`src/rtl/cnnip_cmd_sequencer.sv`:
```
// cnnip_cmd_sequencer
// Bus master that programs one CNN layer configuration into the CNN IP
// register block, starts the engine and polls DONE until completion or
// timeout. The result goes upstream as busy, a done pulse, a timeout flag
// and the measured run length.
//
// Register map (byte offsets):
//   0x0 START   all-ones = start, 0 = stop
//   0x4 DONE    all-ones = done
//   0x8 CFG_A   {8'h0, kernel_size, 8'h0, kernel_nums}
//   0xC CFG_B   {15'h0, padding, 14'h0, stride}
//
// All outputs are registered. Each access is driven on the edge that enters
// the state issuing it, so the access appears on the bus during that
// state's cycle.

module cnnip_cmd_sequencer #(
    parameter int POLL_GAP       = 4,
    parameter int TIMEOUT_CYCLES = 1048576,
    parameter int TO_W           = 24
) (
    input  logic            clk_a,
    input  logic            srst_aq,
    input  logic            req_valid,
    output logic            req_ready,
    input  logic [7:0]      req_kernel_size,
    input  logic [7:0]      req_kernel_nums,
    input  logic [1:0]      req_stride,
    input  logic            req_padding,
    output logic            mem_en,
    output logic [3:0]      mem_we,
    output logic [3:0]      mem_addr,
    output logic [31:0]     mem_din,
    input  logic [31:0]     mem_dout,
    input  logic            mem_valid,
    output logic            busy,
    output logic            done,
    output logic            err_timeout,
    output logic [TO_W-1:0] run_cycles
);

    localparam int GAP_W = (POLL_GAP > 0) ? $clog2(POLL_GAP + 1) : 1;

    localparam logic [3:0] ADDR_START = 4'h0;
    localparam logic [3:0] ADDR_DONE  = 4'h4;
    localparam logic [3:0] ADDR_CFG_A = 4'h8;
    localparam logic [3:0] ADDR_CFG_B = 4'hC;

    typedef enum logic [2:0] {
        S_IDLE,
        S_WR_CFGA,
        S_WR_CFGB,
        S_CLR_DONE,
        S_WR_START,
        S_POLL,
        S_ABORT,
        S_DONE
    } state_t;

    state_t          state;
    logic [7:0]      kernel_nums_q;
    logic [7:0]      kernel_size_q;
    logic [1:0]      stride_q;
    logic            padding_q;
    logic [TO_W-1:0] run_cnt;
    logic [GAP_W-1:0] gap_cnt;

    logic [31:0]     cfg_a_word;
    logic [31:0]     cfg_b_word;
    logic [TO_W-1:0] run_inc;
    logic [GAP_W-1:0] gap_nxt;
    logic            poll_read;
    logic            done_seen;
    logic            timeout_hit;

    // Poll bookkeeping and configuration words derived from the current cycle.
    // NOTE: every always_comb output gets a value on every path; here each is
    // a plain unconditional assignment, so no latch can be inferred.
    always_comb begin
        cfg_a_word  = {8'h00, req_kernel_size, 8'h00, req_kernel_nums};
        cfg_b_word  = {15'h0000, padding_q, 14'h0000, stride_q};
        run_inc     = run_cnt + 1'b1;
        poll_read   = (gap_cnt == '0);
        gap_nxt     = poll_read ? GAP_W'(POLL_GAP) : gap_cnt - 1'b1;
        // An intermediate DONE value (nonzero, not all-ones) is not completion.
        done_seen   = poll_read && mem_valid && (&mem_dout);
        timeout_hit = (run_inc == TO_W'(TIMEOUT_CYCLES));
    end

    // Command FSM with registered upstream flags and registered bus outputs.
    // NOTE: sequential state uses non-blocking assignments only, so every
    // register samples pre-edge values regardless of statement order.
    always_ff @(posedge clk_a) begin
        if (srst_aq) begin
            state         <= S_IDLE;
            req_ready     <= 1'b1;
            busy          <= 1'b0;
            done          <= 1'b0;
            err_timeout   <= 1'b0;
            run_cycles    <= '0;
            run_cnt       <= '0;
            gap_cnt       <= '0;
            kernel_size_q <= '0;
            kernel_nums_q <= '0;
            stride_q      <= '0;
            padding_q     <= 1'b0;
            mem_en        <= 1'b0;
            mem_we        <= 4'h0;
            mem_addr      <= 4'h0;
            mem_din       <= 32'h0;
        end else begin
            // Bus idles and done drops unless the next state drives them.
            mem_en   <= 1'b0;
            mem_we   <= 4'h0;
            mem_addr <= 4'h0;
            mem_din  <= 32'h0;
            done     <= 1'b0;

            case (state)
                S_IDLE: begin
                    if (req_valid && req_ready) begin
                        kernel_size_q <= req_kernel_size;
                        kernel_nums_q <= req_kernel_nums;
                        stride_q      <= req_stride;
                        padding_q     <= req_padding;
                        err_timeout   <= 1'b0;
                        req_ready     <= 1'b0;
                        busy          <= 1'b1;
                        state         <= S_WR_CFGA;
                        mem_en        <= 1'b1;
                        mem_we        <= 4'hF;
                        mem_addr      <= ADDR_CFG_A;
                        mem_din       <= cfg_a_word;
                    end
                end

                S_WR_CFGA: begin
                    state    <= S_WR_CFGB;
                    mem_en   <= 1'b1;
                    mem_we   <= 4'hF;
                    mem_addr <= ADDR_CFG_B;
                    mem_din  <= cfg_b_word;
                end

                S_WR_CFGB: begin
                    state    <= S_CLR_DONE;
                    mem_en   <= 1'b1;
                    mem_we   <= 4'hF;
                    mem_addr <= ADDR_DONE;
                    mem_din  <= 32'h0;
                end

                S_CLR_DONE: begin
                    state    <= S_WR_START;
                    mem_en   <= 1'b1;
                    mem_we   <= 4'hF;
                    mem_addr <= ADDR_START;
                    mem_din  <= 32'hFFFF_FFFF;
                end

                S_WR_START: begin
                    // Counters start from zero so the first POLL cycle reads.
                    state    <= S_POLL;
                    run_cnt  <= '0;
                    gap_cnt  <= '0;
                    mem_en   <= 1'b1;
                    mem_addr <= ADDR_DONE;
                end

                S_POLL: begin
                    run_cnt <= run_inc;
                    gap_cnt <= gap_nxt;
                    if (done_seen) begin
                        run_cycles <= run_inc;
                        done       <= 1'b1;
                        state      <= S_DONE;
                    end else if (timeout_hit) begin
                        state    <= S_ABORT;
                        mem_en   <= 1'b1;
                        mem_we   <= 4'hF;
                        mem_addr <= ADDR_START;
                        mem_din  <= 32'h0;
                    end else if (gap_nxt == '0) begin
                        mem_en   <= 1'b1;
                        mem_addr <= ADDR_DONE;
                    end
                end

                S_ABORT: begin
                    run_cycles  <= TO_W'(TIMEOUT_CYCLES);
                    err_timeout <= 1'b1;
                    done        <= 1'b1;
                    state       <= S_DONE;
                end

                S_DONE: begin
                    req_ready <= 1'b1;
                    busy      <= 1'b0;
                    state     <= S_IDLE;
                end

                default: begin
                    req_ready <= 1'b1;
                    busy      <= 1'b0;
                    state     <= S_IDLE;
                end
            endcase
        end
    end

endmodule
```
`config.mk`:
```
export PLATFORM = sky130hd
export DESIGN_NAME = cnnip_cmd_sequencer
export DESIGN_NICKNAME = d
export VERILOG_FILES = /design/src/rtl/cnnip_cmd_sequencer.sv
export SDC_FILE = /design/constraint.sdc
export NUM_CORES = 1
export LEC_CHECK = 0
export ABC_AREA = 1
export BUFFER_PORTS_ARGS = -buffer_cell sky130_fd_sc_hd__buf_4
export CORE_MARGIN = 2
export CORE_UTILIZATION = 46
export DETAILED_ROUTE_END_ITERATION = 6
export GPL_ROUTABILITY_DRIVEN = 0
export PLACE_DENSITY = 0.76
export SLEW_MARGIN = 5
export SYNTH_ARGS = -nofsm -noshare
export SYNTH_HDL_FRONTEND = slang
export SYNTH_SLANG_ARGS = --single-unit
```
`constraint.sdc`:
```
create_clock -name clk_a -period 2.15 [get_ports clk_a]
set_clock_uncertainty 0.2 [all_clocks]
set_input_delay 0.3225 -clock clk_a [delete_from_list [all_inputs] [get_ports clk_a]]
set_output_delay 0.3225 -clock clk_a [all_outputs]
set_load 0.02 [all_outputs]
```
======== After elaboration in Yosys (flattened, before gate mapping) ========
Cells that the tools add are included.
storage, ports and cells
  register bits ........................... 102
  latch bits .............................. 0
  RAM bits ................................ 0
  bits in read-only memories .............. 0
  input bits .............................. 55
  output and inout port bits .............. 69
  logic and storage cells ................. 78
  memories kept ........................... 0
operators by class
  $add $sub $neg .......................... 2
  multiply operators ...................... 0
  divide/modulo/power cells ............... 0
  magnitude comparators ................... 0
  eq/ne operators ......................... 11
  shifts and indexed selects .............. 0
  multiplexer cells ....................... 32
  bitwise operators ....................... 0
  reductions and logical operators ........ 19
operator list
  kind                                                               count
  24-bit one-hot mux with 2 select lines                             2
  32-bit one-hot mux with 3 select lines                             1
  24-bit two-way mux                                                 2
  32-bit AND reduction                                               1
  24-bit by 1-bit adder with 24-bit output, second input constant    1
  24-bit by 21-bit == test with 1-bit output, second input constant  1
  3-bit one-hot mux with 8 select lines                              1
  3-bit two-way mux                                                  7
  4-bit two-way mux                                                  4
  4-bit one-hot mux with 4 select lines                              1
  3-bit == test, second input constant                               4
  4-bit one-hot mux with 3 select lines                              1
  2-bit AND reduction                                                5
  3-bit zero test                                                    3
  1-bit one-hot mux with 2 select lines                              4
  2-bit nonzero test                                                 4
  1-bit two-way mux                                                  7
  3-bit by 2-bit == test with 1-bit output, second input constant    2
  3-bit one-hot mux with 2 select lines                              1
  2-bit inequality test, second input constant                       2
  4-bit OR reduction                                                 1
  3-bit by 1-bit == test with 1-bit output, second input constant    1
  1-bit logical AND                                                  3
  3-bit inequality test, second input constant                       1
  4 further kinds                                                    4

======== Longest topological paths before layout ========
  depth after elaboration ................. 7
  gate-level depth with buffers ........... 16
  depth with buffers taken out ............ 16

======== Worst setup path before layout ========
OpenSTA, ideal clock, no wires.
  path type ............................... reg2reg
  start point ............................. register run_cnt[1]
  end point ............................... register state[0]
  library setup time ...................... 0.115 ns
  arrival time ............................ 1.711 ns
  required time ........................... 1.835 ns
  path slack .............................. 0.124 ns
  stages on the path, launching flop included .. 17
  path buffers ............................ 0
  clock period less this slack ............ 2.026 ns
  cells stage by stage .................... dfxtp_1 > ha_1 > nand2_2 > nor2_4 > nand2_2 > nor2_4 > nand2_1 > nand2_1 > nand2_2 > nor2_1 > nand2_1 > nor2_2 > nand2_2 > nand2_4 > nand3_1 > nand2_1 > nor2_1
between the ends
  cells in the longest elaborated chain, start to end .. 4
RTL lines
  what                                        line  RTL
  from (decl)                                 65    logic [TO_W-1:0] run_cnt;
  from (signal assigned)                      171   run_cnt <= run_inc;
  24-bit by 1-bit adder with 24-bit output    82    run_inc = run_cnt + 1'b1;
  24-bit by 21-bit == test with 1-bit output  87    timeout_hit = (run_inc == TO_W'(TIMEOUT_CYCLES));
  3-bit inequality test (no source line)      n/a
  2-bit AND reduction (no source line)        n/a
  to (signal assigned)                        95    state <= S_IDLE;
  to (signal assigned)                        129   state <= S_WR_CFGA;
  to (signal assigned)                        138   state <= S_WR_CFGB;
  to (decl)                                   60    state_t state;
Every way passes these cells.
A chain may end at the register's enable or synchronous reset.

======== Worst setup path after layout ========
  start point ............................. register run_cnt[1]
  end point ............................... register mem_we[2]
between the ends
  cells in the longest elaborated chain, start to end .. 5
RTL lines
  what                                        line  RTL
  24-bit by 1-bit adder with 24-bit output    82
  24-bit by 21-bit == test with 1-bit output  87
  4-bit two-way mux                           177   end else if (timeout_hit) begin
  4-bit two-way mux                           173   if (done_seen) begin
  4-bit one-hot mux with 3 select lines       119   case (state)
  to (signal assigned)                        114   mem_we <= 4'h0;
  to (signal assigned)                        131   mem_we <= 4'hF;
  to (signal assigned)                        180   mem_we <= 4'hF;
  to (decl)                                   31    output logic [3:0] mem_we,
Every way passes these cells.

==> results.md <==
Status:
- The flow ran to the end, but the final reports show violations.
- The final reports fail on negative setup slack.

Timing:
- The total count of max-transition violations in the final report is 0.
- The final clock period utilization by the worst path is 104%.
- The least setup slack across all paths after layout is -89.4 ps.
- The total of endpoints with negative setup slack in the final report is 6.
- Derived from the worst setup path, the maximum achievable clock frequency is between 400 and 500 MHz.
- The total negative slack for setup checks is -285 ps.
- The number of hold violations in the final report is 0.
- The minimum clock period after layout is 2240 ps.
- Setup repair after global routing could not meet its margin everywhere.

Layout:
- Registers take between 1500 and 2000 µm².
- Excluding fillers, the count of instances in the completed layout stands at ~850.
- The leading cell type in the layout, fill and taps excluded is nand2_1.
- The multi-input combinational cell area is roughly 2100 µm².
- The final-stage net count is ~800.
- The area overhead of the layout relative to synthesis is 40.9%.
- The area of all placed cells without fillers is between 5000 and 6000 µm².
- The antenna cell count is 0.
- After filler insertion, the fill cell instance count of the layout stands at between 700 and 800.
- In the layout the commonest cells are 174 x nand2_1, 162 x buf_4, 69 x a21oi_1, 69 x dfxtp_1, 42 x inv_1.
- The fraction of layout instances using a drive strength above 1 is between 30% and 40%.

Routing:
- Using the TritonRoute via totals, the vias-per-cell ratio works out to between 5 and 6.
- In this run the remaining antenna-violating nets after routing total 0.
- The average wire per cell in the routed design is 14.6 µm.
- The total iterations of the first detailed-routing run is 5.
- Summed over all layers, the routed wires come to 12,400 µm.
- The via count of the routed design is ~4,400.
- For this run, design rule violations remaining after detail routing come to 0.
- The detailed router finished its first iteration with 302 violations.

Synth:
- The dominant synthesized flop cell is dfxtp_1.
- The fraction of registers with async set or reset after synthesis is 0%.
- The count of warnings emitted by yosys is 0.
- The register bit total from synthesis is between 80 and 90.
- In this run the mean area of a mapped cell was just under 7 µm².
- Synthesis produced just under 600 cells.
- In this run the cell area of the synthesized design comes to just over 4000 µm².
- The count of unique library cells instantiated by Yosys is 32.
- Yosys mapped a number of flops with a built-in enable equal to 0.
- For this run, the register share of the synthesized area comes to between 40% and 50%.

Worst setup path:
- The slowest stage cell on the critical path is dfxtp_2.
- In this run the critical register-to-register path is captured at mem_we[2]$_SDFF_PP0_.
- The capturing element of the worst setup path is mem_we[2]$_SDFF_PP0_.
- The most frequent cell on the critical path is nor2_4.
- Walking the worst path, the cells encountered are ha_4 -> nand2_4 -> nor2_4 -> nand2_4 -> nor2_4 -> nand2_2 -> nand2_2 -> nand2_1 -> nor2_1 -> nand2_1 -> nor2_4 -> buf_4 -> nand3_4 -> a31oi_4.
- At the worst endpoint, the arrival time is between 2000 and 2500 ps.
- The start of the worst register-to-register path is run_cnt[1]$_SDFFE_PP0P_.
- The peak fanout along the critical path is 4.
- The family with the most delay on the worst path is simple AND/OR/NAND/NOR gates.
- For the worst flop-to-flop path, the logic depth is 14.
- The critical path's largest stage delay is about 370 ps.
- The required time reported for the critical path endpoint is between 2000 and 2500 ps.
- The critical path endpoint category is a flop.
- The sum of buffers and inverters on the critical path is 1.
- The kind of critical path is flop to flop.
- The critical path runs through a total of 14 cells.
- The startpoint type of the worst setup path is a flop.
- The launching instance or port of the critical path is run_cnt[1]$_SDFFE_PP0P_.
- The worst register-to-register path has a setup slack of -90 ps.

Place:
- The number of port buffers is 121.
- The HPWL after detailed placement is ~8500 µm.
- The cell total after placement is between 800 and 900.
- Summing all placed instances gives a cell area of roughly 5100 µm².

Clock network:
- The sink count of the clock tree is a little over 80.
- The number of buffers created by CTS is 9.
- The clock-pin slew on the worst setup and hold paths is 90 ps.
- Clock latency on the worst-skew pair, taken at its later pin, is 370 ps.
- The clock root buffer is clkbuf_8.
- The clock passes through at most 2 buffers.
- CTS built an H-tree with a depth of 3.
- TritonCTS built the clock tree.

Die:
- The number of placement rows is 34.
- The area of the core is approximately 8600 µm².
- In this run the horizontal extent of the chip is approximately 98 µm.
- From bottom edge to top edge, the die measures between 90 and 100 µm.
- roughly 120 I/O pins were placed.
- The die area is around 9600 µm².
- The effective utilization at floorplan is a little under half.

Power:
- The reported leakage power is 2.52 nW.
- The worst-case IR drop observed on VDD is about 0.00066 V.
- The areal power density over the cells is roughly 750 nW/µm².

Job:
- The number of max-cap violations is 0.

GRT:
- The number of global-route vias before repair is ~4,300.
- The first global-routing pass estimated 19,700 µm of wire.
- The pin count of the biggest net entering global routing is 44.
- The number of antenna violations at the first check in global routing is 0.
- Across every metal layer, demand over resource in global routing totals about 25%.
- The total overflow left after global routing is 0.

Min path:
- The class of the tightest hold or removal check is primary input to flop.
## logic make-up (layout without fill, tap and decap cells)
group	after synthesis	in the layout	share of synthesized area, %
buf+inv	86	239	9.90
compound gates	89	89	11.4
xor+xnor	5	5	1.08
other cells	1	2	0.0928
simple gates	320	320	35.1
fa+ha+maj	6	6	1.86
flops	82	82	40.6
## layer usage
layer | wire, µm | part of all wire [%] | GRT usage, %
met3 | 849 | 6.8 | 4.80
met4 | 269 | 2.2 | 9.62
met5 | 0 | 0 | 0
met1 | 4810 | 39 | 28.7
met2 | 6490 | 52 | 46.1
## metrics by stage
| step | util (%) | hold slack [ps] | total power [mW] | worst slack (ps) |
|---|---|---|---|---|
| floorplan | - | 253 | 2.60 | 124 |
| finish | 65.9 | 6.72 | 4.30 | -89.4 |
| CTS | 63.7 | 1.87 | 4.25 | -21.2 |
| global route | 65.9 | 17.7 | 4.50 | -185 |
| detailed placement | 59.4 | 254 | 3.07 | -96.8 |
| global placement | 59.4 | 252 | 3.04 | -1.13 |
## worst min path at each step
| stage | from | endpoint | slack [ps] | cells after the start |
|---|---|---|---|---|
| 6_report | req_kernel_size[7] | mem_din[23]$_SDFF_PP0_ | 7 | 3 |
| 5_1_grt | req_kernel_nums[5] | mem_din[5]$_SDFF_PP0_ | 20 | 3 |
| 4_1_cts | req_kernel_size[7] | mem_din[23]$_SDFF_PP0_ | 2 | 3 |
| 3_5_place_dp | busy$_SDFFE_PP0P_ | busy$_SDFFE_PP0P_ | 250 | 2 |
| 3_3_place_gp | busy$_SDFFE_PP0P_ | busy$_SDFFE_PP0P_ | 250 | 2 |
| 2_1_floorplan | run_cnt[23]$_SDFFE_PP0P_ | run_cnt[23]$_SDFFE_PP0P_ | 250 | 2 |
## cell usage after synthesis, types with 3 or more instances
cell type | number | area [µm²]
a21oi_1 | 69 | 345
a31oi_1 | 3 | 18.8
buf_4 | 20 | 150
clkbuf_1 | 18 | 67.6
dfxtp_1 | 82 | 1640
ha_1 | 6 | 75.1
inv_1 | 43 | 161
nand2_1 | 179 | 672
nand2_2 | 9 | 56.3
nand3_1 | 42 | 210
nand3b_1 | 7 | 52.6
nand4_1 | 11 | 68.8
nor2_1 | 48 | 180
nor2_2 | 7 | 43.8
nor2_4 | 5 | 56.3
nor3_1 | 5 | 25.0
o21ai_0 | 12 | 60.1
xnor2_1 | 3 | 26.3
## where the power goes
group / internal [mW] / switching, mW
logic: 0.549 / 0.803
registers: 1.69 / 0.0949
clock network: 0.575 / 0.591
total: 2.81 / 1.49
## sequential cells by signal, indices dropped and copies added, names as in the netlist
signal	cells
err_timeout	1
done	1
mem_we	1
req_ready	1
mem_en	1
mem_din	17
padding_q	1
state	3
run_cycles	24
gap_cnt	3
stride_q	2
run_cnt	24
mem_addr	2
busy	1
## layout make-up
type                    instances  area share, %
multi-input cells             422           37.3
flip-flops and latches         82           29.2
repair buffers                175           24.1
clock buffers                  11           2.48
repair inverters                3          0.396
clock inverters                 5           1.10
inverters                      45           3.03
well taps                     108           2.37
## what timing repair did
action                     in CTS  in global routing
setup buffers                   4                  7
cloned                          1                  3
setup endpoints to repair      27                 32
gates resized for setup        16                 33
hold buffers                    8                  0
hold endpoints to repair        8                  0
pin swaps                       3                 19
## tightest hold or removal path, cell delays in order
cell	delay [ps]
buf_4	110
nand2_1	50
a21oi_1	50
Note: power is estimated with default switching activity, not from simulation.
